<file path="src/rtl/writeback_pkg.sv">
// Shared RV32I constants and the Memory/Writeback pipeline register bundle.
// Imported by the writeback stage and its load alignment helper.
package writeback_pkg;

   localparam logic [4:0]  ZERO_REG_ADDR = 5'd0;
   localparam logic [31:0] ZERO_REG_DATA = 32'h0000_0000;

   localparam logic [2:0] LB  = 3'b000;
   localparam logic [2:0] LH  = 3'b001;
   localparam logic [2:0] LW  = 3'b010;
   localparam logic [2:0] LBU = 3'b100;
   localparam logic [2:0] LHU = 3'b101;

   typedef struct packed {
      logic [4:0]  rd;
      logic        wr_en;
      logic [31:0] data;
      logic        is_load;
      logic [2:0]  funct3;
      logic [1:0]  lsb;
   } mem_wb_t;

endpackage

</file>
<file path="src/rtl/writeback_load_align.sv">
// Selects and extends the addressed byte/half of a raw load word.
// Reserved funct3 codes fall through to a full-word load.
module load_align
   import writeback_pkg::*;
(
   input  logic [2:0]  funct3,
   input  logic [1:0]  addr_lsb,
   input  logic [31:0] rd_data,
   output logic [31:0] aligned
);

   logic [7:0]  byte_sel;
   logic [15:0] half_sel;

   always_comb begin
      byte_sel = rd_data[7:0];
      unique case (addr_lsb)
         2'd0: byte_sel = rd_data[7:0];
         2'd1: byte_sel = rd_data[15:8];
         2'd2: byte_sel = rd_data[23:16];
         2'd3: byte_sel = rd_data[31:24];
      endcase
      half_sel = addr_lsb[1] ? rd_data[31:16] : rd_data[15:0];
      case (funct3)
         LB:      aligned = {{24{byte_sel[7]}}, byte_sel};
         LH:      aligned = {{16{half_sel[15]}}, half_sel};
         LBU:     aligned = {24'h0, byte_sel};
         LHU:     aligned = {16'h0, half_sel};
         default: aligned = rd_data;
      endcase
   end

endmodule

</file>
<file path="src/rtl/writeback.sv">
// RV32I writeback stage: M/WB register, load wait and alignment,
// register-file write port and forwarding outputs.
module writeback
   import writeback_pkg::*;
(
   input  logic        i_clk,
   input  logic        i_rst_n,
   input  logic        memory_clk_en,
   input  logic [4:0]  memory_in_rd,
   input  logic        memory_in_rd_wr_en,
   input  logic [31:0] memory_in_rd_wr_data,
   input  logic        memory_in_is_load,
   input  logic [2:0]  memory_in_funct3,
   input  logic [1:0]  memory_in_addr_lsb,
   input  logic        dmem_ack,
   input  logic [31:0] dmem_rd_data,
   input  logic        writeback_flush,
   output logic        stall_writeback,
   output logic [4:0]  memory_rd,
   output logic        memory_rd_wr_en,
   output logic [31:0] writeback_rd_wr_data,
   output logic        writeback_clk_en,
   output logic        regs_wr_en,
   output logic [4:0]  regs_wr_addr,
   output logic        writeback_retire
);

   typedef enum logic {
      IDLE     = 1'b0,
      WAIT_ACK = 1'b1
   } state_t;

   state_t      state_q;
   state_t      state_d;
   mem_wb_t     wb;
   logic        wb_valid;
   logic        capture;
   logic        ack_take;
   logic [31:0] aligned;

   assign stall_writeback = (state_q == WAIT_ACK);
   assign capture  = memory_clk_en && !stall_writeback
                  && !writeback_flush;
   assign ack_take = stall_writeback && dmem_ack
                  && wb.is_load && !writeback_flush;

   load_align u_align (
      .funct3   (wb.funct3),
      .addr_lsb (wb.lsb),
      .rd_data  (dmem_rd_data),
      .aligned  (aligned)
   );

   always_ff @(posedge i_clk or negedge i_rst_n) begin
      if (!i_rst_n) begin
         state_q <= IDLE;
      end else begin
         state_q <= state_d;
      end
   end

   always_comb begin
      state_d = state_q;
      if (writeback_flush) begin
         state_d = IDLE;
      end else if (capture) begin
         state_d = memory_in_is_load ? WAIT_ACK : IDLE;
      end else if (ack_take) begin
         state_d = IDLE;
      end
   end

   // A waiting load keeps wb_valid so it can commit once the ack lands.
   always_ff @(posedge i_clk or negedge i_rst_n) begin
      if (!i_rst_n) begin
         wb_valid <= 1'b0;
         wb       <= '0;
      end else if (writeback_flush) begin
         wb_valid <= 1'b0;
      end else if (capture) begin
         wb_valid   <= 1'b1;
         wb.rd      <= memory_in_rd;
         wb.wr_en   <= memory_in_rd_wr_en;
         wb.data    <= memory_in_rd_wr_data;
         wb.is_load <= memory_in_is_load;
         wb.funct3  <= memory_in_funct3;
         wb.lsb     <= memory_in_addr_lsb;
      end else if (ack_take) begin
         wb.data <= aligned;
      end else if (!stall_writeback) begin
         wb_valid <= 1'b0;
      end
   end

   assign writeback_clk_en     = wb_valid && !stall_writeback;
   assign writeback_retire     = writeback_clk_en;
   assign regs_wr_en           = writeback_clk_en && wb.wr_en
                              && (wb.rd != ZERO_REG_ADDR);
   assign regs_wr_addr         = wb.rd;
   assign memory_rd            = wb.rd;
   assign memory_rd_wr_en      = wb.wr_en;
   assign writeback_rd_wr_data = wb.data;

endmodule
</file>
<file path="config.mk">
export PLATFORM = sky130hd
export DESIGN_NAME = writeback
export DESIGN_NICKNAME = d
export VERILOG_FILES = /design/src/rtl/writeback_pkg.sv /design/src/rtl/writeback_load_align.sv /design/src/rtl/writeback.sv
export SDC_FILE = /design/constraint.sdc
export NUM_CORES = 1
export LEC_CHECK = 0
export CAP_MARGIN = 20
export CORE_MARGIN = 4
export CORE_UTILIZATION = 45
export DETAILED_ROUTE_END_ITERATION = 10
export GPL_TIMING_DRIVEN = 0
export PLACE_DENSITY = 0.87
export SLEW_MARGIN = 10
export SYNTH_ARGS = -nofsm -noshare
export SYNTH_HDL_FRONTEND = slang
export SYNTH_HIERARCHICAL = 1
export SYNTH_SLANG_ARGS = --single-unit
</file>
<file path="constraint.sdc">
create_clock -name i_clk -period 4 [get_ports i_clk]
set_input_delay 0.8 -clock i_clk [delete_from_list [all_inputs] [get_ports i_clk]]
set_output_delay 0.8 -clock i_clk [all_outputs]
set_load 0.01 [all_outputs]
</file>
==> impl_summary.md, run 1 <==
GRT
The first global-routing pass estimated ~15000 µm of wire. The maximum number of pins on one net before global-route repair is 28. The total routing resource utilization after global routing is about 22%. The number of global-route vias before repair is 2937. The overflow left after global routing is 0. The number of antenna violations at the first check in global routing is 0.

Synthesis
The fraction of registers with async set or reset after synthesis is between 90% and 100%. Sorting the synthesized cells by how often they occur yields nand2_1 (51), dfrtp_1 (46), buf_4 (43). Synthesis produced a netlist with a net count of between 400 and 500. Summed over its instances, the top area cell type makes up approximately two fifths of the synthesized netlist area.

Of the synthesized area, sequential elements account for approximately two fifths. Among all flip-flop cells after synthesis, the most frequent one is dfrtp_1. The number of flip-flops and latches in the synthesized netlist is 46. The Yosys step of the flow raised 6 warnings. The synthesized design contains 0 enable-type register cells. In the post-synthesis netlist, the biggest area contributors are dfrtp_1 (38%), buf_4 (11%), a21oi_2 (8.7%).

The cell count after synthesis came out at about 330. The post-synthesis cell type with the largest combined area is dfrtp_1. The area of the mapped netlist is about 3000 µm². Averaged over all synthesized cells, the footprint is a little over 9 µm². Counting distinct cell types in the post-synthesis netlist gives 30.

The most frequent cell after synthesis is nand2_1.

Worst setup path
Among all stages on the critical path, the largest delay is contributed by mux4_2. The critical path contains buffers and inverters numbering 3 combined. The worst setup path is captured at a flip-flop. The category of cells accounting for the largest share of critical-path delay is buffers and inverters. For this run, the slowest stage of the critical path takes between 0.5 and 0.6 ns. The critical path goes through clkdlybuf4s50_1 -> mux4_2 -> nand3b_4 -> o41a_2 -> buf_6 -> buf_6 -> nand2_1 -> o22ai_1 -> a21oi_2. The cell repeated most along the worst path is buf_6. For the worst setup path, the data arrival time is 2.72 ns. The kind of critical path is input port to flip-flop.

The critical path required time is approximately 4.2 ns. In this run the worst path has a maximum fanout of 10. The critical path launch point type is an input port.

Pwr
Per report_power, the sequential group accounts for between 30% and 40% of the total. The power per cell area is slightly below 400 nW/µm². The worst-case IR drop observed on VDD is about 0.00021 V.

The leakage power is around 2.1 nW. The internal power is around 0.0012 W. The clock power share is about 19%.

The switching power is 0.0005658 W. The combinational power share is 46.4%. The switching part of the total power is between 30% and 40%.

Floorplan
The height of the chip is 89.83 µm. The initial core utilization is ~47%. The total die area is 8069 µm². The floorplan core area is roughly 6400 µm². The floorplan die width is between 80 and 90 µm.

Row generation in the floorplan step produced 29 rows. The number of I/O pins is 128.

Clocking
Hold repair after CTS inserted 0 buffers. At the later pin of the worst-skew pair, clock insertion delay measures 0.30 ns. The CTS clock-pin slew for the worst setup and hold paths is 0.08 ns. The master cell of the clock root buffer is clkbuf_8. The worst-case clock buffer depth is 2. The post-CTS setup buffer count is 0. The H-tree depth reported by CTS is 2. The TritonCTS clock tree is built.

The post-cts resize count is 0. The number of clock buffers added by TritonCTS is 5. The clock net in this run drives a total of 46 sinks.

Timing
The slew at the pin with the worst max-slew slack is 0.5845 ns. The worst setup skew after layout is between 0.004 and 0.005 ns. The part of the cycle the worst path needs is between 60 and 70%. The max-slew violation count is 0. After routing, the total negative slack on setup checks comes to 0 ns. Setup violations remaining at the end of the flow were counted as 0. The highest achievable clock rate is approximately 390 MHz. The number of failing hold endpoints at the final stage is 0. Setup repair after global routing left no endpoint under its margin. The shortest clock period the worst path allows after layout is around 2.5 ns. In this run the tightest slew margin relative to its limit is just over 60%.

Placed design
The number of instances in the placed design is 538. The port buffer count is 127. The congestion estimate from routability-driven global placement came to ~0.85. The post-DP HPWL is 7036 µm. The placement-stage cell area is ~4400 µm².

Route
Wire segments on met2 add up to 4341 µm in the final route. The detail route stage leaves a number of antenna-violating nets equal to 0. The first routing iteration left around 210 violations.

The number of remaining DRC errors is 0. The routed layout has between 2000 and 3000 vias. The final layout contains routed wiring with a total length of ~9000 µm. The length of routed met3 wiring is 753 µm. The detailed router used layers up to and including met4. Dividing the detail-routed via count by the number of cells gives 5.288. The routed length per placed instance is 16.40 µm. In the final routing, the length of wire on met1 measures approximately 3600 µm. The number of optimization iterations in the first detailed-route pass is 6.

Final layout
The finished layout holds around 550 standard cells, fillers aside. The number of diodes is 0. After filler insertion, the fill cell instance count of the layout stands at between 500 and 600.

The post-layout instance area is between 4000 and 5000 µm². Relative to the synthesized area, the layout overhead comes to 49.42%. For this run, the post-layout net count is approximately 550.

The post-route netlist has ~24% of its cells at a drive strength greater than 1.

Min path
The type of the most critical hold path is input port to asynchronous set/reset pin.

Status
The run finished with clean final reports.

Job
Max-cap violations in this run came to 0.
## layer usage
layer	track usage, %	vias to the layer above
li1	-	1374
met1	28.31	1349
met2	37.66	142
met3	5.760	22
met4	7.280	0
met5	0	-
## worst register-to-register path, cell delays in order (launching register included)
cell	delay [ns]
dfrtp_1	0.46
mux4_2	0.58
nand3b_4	0.15
o41a_2	0.17
buf_6	0.12
buf_6	0.15
nand2_1	0.10
o22ai_1	0.17
a21oi_2	0.05
## power by group through the flow
stage	Clock (W)	Sequential [W]	Combinational, W
after CTS	0.000354	0.000609	0.000827
after global placement	0	0.000612	0.000801
after floorplan	0	0.000602	0.000476
after detailed placement	0	0.000618	0.000821
final	0.000345	0.000609	0.000825
after global routing	0.000374	0.000623	0.000887
## layout make-up
class                           count  area [µm²]  share of cell area [%]
Buffer                             65       455.4                   10.12
Clock buffer                        7       76.32                   1.695
Clock inverter                      1       30.03                  0.6670
Inverter                           34       127.6                   2.835
Multi-Input combinational cell    188        1279                   28.40
Sequential cell                    46        1151                   25.57
Tap cell                           77       96.34                   2.140
Timing Repair Buffer              128        1286                   28.57
## registers in the layout, summed over array words and instances, names as in the netlist
signal / cells
memory_rd: 5
memory_rd_wr_en: 1
stall_writeback: 1
wb: 6
wb_valid: 1
writeback_rd_wr_data: 32
## metrics by stage
| step | worst slack (ns) | utilization, % | hold slack, ns | total power [W] |
|---|---|---|---|---|
| after floorplan | 1.885 | - | 0.4775 | 0.001078 |
| after global placement | 0.8472 | 68.21 | 0.4916 | 0.001413 |
| final | 1.461 | 70.10 | 0.4524 | 0.001779 |
| after detailed placement | 1.179 | 68.44 | 0.4977 | 0.001439 |
| after CTS | 1.461 | 70.10 | 0.4591 | 0.001790 |
| after global routing | 1.326 | 70.10 | 0.4811 | 0.001884 |
## cell usage in the layout (no fill, tap or decap), types with 6 or more instances in the layout
cell type / count
a22oi_1: 13
clkdlybuf4s50_1: 126
o21ai_0: 9
inv_1: 34
dfrtp_1: 46
clkbuf_1: 12
buf_4: 43
mux2_2: 19
a22o_1: 7
nand2_1: 51
a21oi_2: 30
buf_6: 6
o22ai_1: 32
## logic make-up (layout without fill, tap and decap cells)
group                  count (synthesis)  in the layout  share of synthesized area (%)
buffers and inverters                 99            235                          19.35
DFF                                   46             46                          38.21
AOI/OAI and AO/OA                     99             99                          24.04
muxes                                 22             22                          8.513
and+or+nand+nor                       67             67                          9.884
## final timing paths
| check | start | endpoint | slack [ns] | cells after the start |
|---|---|---|---|---|
| min in group i_clk | wb[3] | wb[3] | 0.52 | 1 |
| max in group asynchronous | i_rst_n | writeback_rd_wr_data[20] | 3.03 | 2 |
| worst max register to register | wb[1] | writeback_rd_wr_data[29] | 1.95 | 8 |
| worst max-delay path | dmem_rd_data[31] | writeback_rd_wr_data[29] | 1.46 | 9 |
| worst min register to register | wb[3] | wb[3] | 0.52 | 1 |
| worst min-delay path | i_rst_n | writeback_rd_wr_data[11] | 0.45 | 1 |
(Power assumes the default switching activity.)
==> run 2, diff against run 1 <==
--- a/config.mk
+++ b/config.mk
@@ -7,10 +7,10 @@
 export LEC_CHECK = 0
 export CAP_MARGIN = 20
 export CORE_MARGIN = 4
-export CORE_UTILIZATION = 45
+export CORE_UTILIZATION = 43
 export DETAILED_ROUTE_END_ITERATION = 10
 export GPL_TIMING_DRIVEN = 0
-export PLACE_DENSITY = 0.87
+export PLACE_DENSITY = 0.84
 export SLEW_MARGIN = 10
 export SYNTH_ARGS = -nofsm -noshare
 export SYNTH_HDL_FRONTEND = slang
==> constraint.sdc (replaced) <==
create_clock -name i_clk -period 2.42 [get_ports i_clk]
set_input_delay 0.484 -clock i_clk [delete_from_list [all_inputs] [get_ports i_clk]]
set_output_delay 0.484 -clock i_clk [all_outputs]
set_load 0.01 [all_outputs]
==> run 2 against run 1 <==
Core utilization shrank 3.5 points. Final cell count grew 3.5%. Wire length shrank 0.82%. Clock power grew 55%. Design area grew 0.50%. Count of clock-buffer cells in the layout is the same. Total power grew 62%. Flip-flop and latch count is the same. Critical endpoint is now regs_wr_en. Largest cell class unchanged.
==> impl_summary.md, run 2 (synthesis results as in run 1) <==
Timing
The highest achievable clock rate is around 450 MHz. The max-slew violation count is 0. The number of failing hold endpoints at the final stage was 0. The number of setup violations in the final report is 0. For the final database, setup skew stands at 0.009148 ns. Setup repair after global routing left no endpoint under its margin. The shortest clock period the worst path allows after layout is between 2 and 2.5 ns. Dividing the final minimum period by the clock period gives between 90 and 100%.

The total negative slack is 0 ns. For the pin with the worst max-slew slack, the measured transition is around 0.56 ns. The worst pin sits at a relative slew slack of between 60 and 70%.

Clocking
The cell sitting at the root of the clock tree is a clkbuf_8. The post-cts resize count is 0. The H-tree depth reported by CTS is 2. The worst-case clock buffer depth is 2.

The clock sink total is between 40 and 50. The TritonCTS clock tree is built. For this design, the CTS-stage hold fixing added 0 buffers. The number of buffers created by CTS is 5. After clock tree synthesis, the setup repair step added 0 buffers. The later-pin clock latency in the skew report is ~0.3 ns. After clock tree synthesis, the clock-pin slew on the worst setup and hold paths is 0.09 ns.

Floorplan
After floorplanning, the core was sized to cover around 6800 µm². The count of standard-cell rows is 30. In this run the vertical extent of the chip is 91.71 µm. The initial core utilization is 44.35%.

The total die area is between 8000 and 9000 µm². The number of I/O pins is roughly 130. The floorplan die width is 91.71 µm.

Route
The number of nets with antenna violations after detailed routing is 0. The first detailed-routing pass took 5 iterations. The routed via count divided by cell count is 5.050. The routed length per placed instance is between 15 and 20 µm. The routed wire length is ~8900 µm. For this run, design rule violations remaining after detail routing come to 0. The detailed router placed 2853 vias in this run. The iteration-0 DRC count of the detailed router is about 160.

Pwr
The combinational power share is 46.7%. Sequential cells burn a little over a third of the power. The leakage power is 2.078 nW. The internal power is 0.001957 W.

For this design the total switching power over the nets is 0.0009307 W. The clock power share is 18.5%. The switching part of the total power is between 30% and 40%.

After layout, the design draws a total of between 0.002 and 0.003 W. In this run the power density over the cells is between 600 and 700 nW/µm². The worst vdd rail ir drop is between 0.0003 and 0.0004 V.

Worst setup path
The worst register-to-register path has a setup slack of 0.39 ns. The worst setup path is of the flip-flop to output pin kind. The endpoint identified for the worst register-to-register timing path is writeback_rd_wr_data[30]. In this run the worst path has a maximum fanout of 7. The timing startpoint of the critical path is stall_writeback. The worst setup path is launched from a flip-flop.

STA puts the critical path data required time at 1.94 ns. The arrival time at the worst endpoint is between 1.5 and 2 ns. The start of the worst register-to-register path is wb[1]. The depth of the most critical reg-to-reg path is 8.

The type of destination of the critical path is an output pin.

Final layout
The area growth from synthesis to layout is 50.17%. The repair_antennas step left the layout with diodes totalling 0. The share of post-route cells with drive strength above 1 is approximately 25%. The register with the most flip-flops in the layout has 32 of them.

The total number of nets in the final design is 549. Counting the fill cells in the layout gives 556. The final non-filler cell total is 565. The library cell used most frequently in the layout, excluding fill and tap cells, is clkdlybuf4s50_1.

Leaving out fill and tap cells, the most frequent cells in the layout are clkdlybuf4s50_1 (126), nand2_1 (51), dfrtp_1 (46).

GRT
The overflow left after global routing is 0. In the global route stage, overall resource usage came out at approximately a fifth. The number of antenna violations at the first check in global routing was 0. The first-pass GRT wire length is ~14000 µm. The maximum number of pins on one net before global-route repair is 26. The number of global-route vias before repair is between 3000 and 4000.

Placed design
Once placement completed, the tool counted placed cells totaling 557. Once detailed placement completed, the half-perimeter wirelength came to 7028 µm. The port buffer count is approximately 130.

At the end of routability-driven placement, the weighted congestion stood at approximately 0.84.

Status
The run finished with clean final reports.

Job
The max-cap violation count is 0.

Min path
The min-delay analysis places its worst path in the category input port to asynchronous set/reset pin.
==> run 2: cell types whose count changed in the layout (fill, tap and decap cells not counted) <==
cell       change
bufinv_16      -1
clkinv_4       +1
clkbuf_1       -2
clkbuf_8       +2
==> run 2: worst max path at each step <==
stage	depth (start not counted)	endpoint
2_1_floorplan	8	writeback_rd_wr_data[15]
3_3_place_gp	1	memory_rd[2]
3_5_place_dp	9	writeback_rd_wr_data[30]
4_1_cts	4	regs_wr_en
5_1_grt	4	regs_wr_en
6_report	4	regs_wr_en
==> run 2: power by group through the flow <==
stage                     registers [W]  clock network [W]  logic, W
after global routing            0.00102           0.000578   0.00146
after CTS                       0.00100           0.000544   0.00135
after global placement          0.00101                  0   0.00132
after detailed placement        0.00102                  0   0.00135
final                           0.00100           0.000534   0.00135
after floorplan                0.000995                  0  0.000787
==> run 2: final cells by class <==
class	instances	area [µm²]	share of cell area (%)
clock inverters	1	8.758	0.1936
plain buffers	65	455.4	10.07
inverters	34	127.6	2.821
flip-flops and latches	46	1151	25.44
multi-input cells	188	1279	28.26
repair buffers	128	1286	28.43
well taps	96	120.1	2.655
clock buffers	7	96.34	2.129
==> run 2: worst max-delay path: stages, from the launching register on <==
cell and delay [ns]:
dfrtp_1 0.46, nor2b_1 0.23, nand2_1 0.08, a21oi_1 0.13, clkdlybuf4s50_1 0.55
==> run 2: per-layer routing <==
layer	vias to the layer above	global-route usage (%)	routed length [µm]
met4	0	9.158	218
li1	1369	-	-
met2	136	35.54	4365
met5	-	0	0
met3	20	4.102	705
met1	1328	25.92	3595
==> run 2: stage by stage <==
step | area (µm²) | hold WS, ns | worst slack (ns) | util (%)
global placement | 4404 | 0.4947 | -0.4168 | 64.83
floorplan | 3013 | 0.1884 | 0.6207 | -
global route | 4524 | 0.1905 | 0.05388 | 66.59
CTS | 4524 | 0.1681 | 0.1474 | 66.59
finish | 4524 | 0.1550 | 0.1858 | 66.59
detailed placement | 4419 | 0.4907 | -0.06854 | 65.05
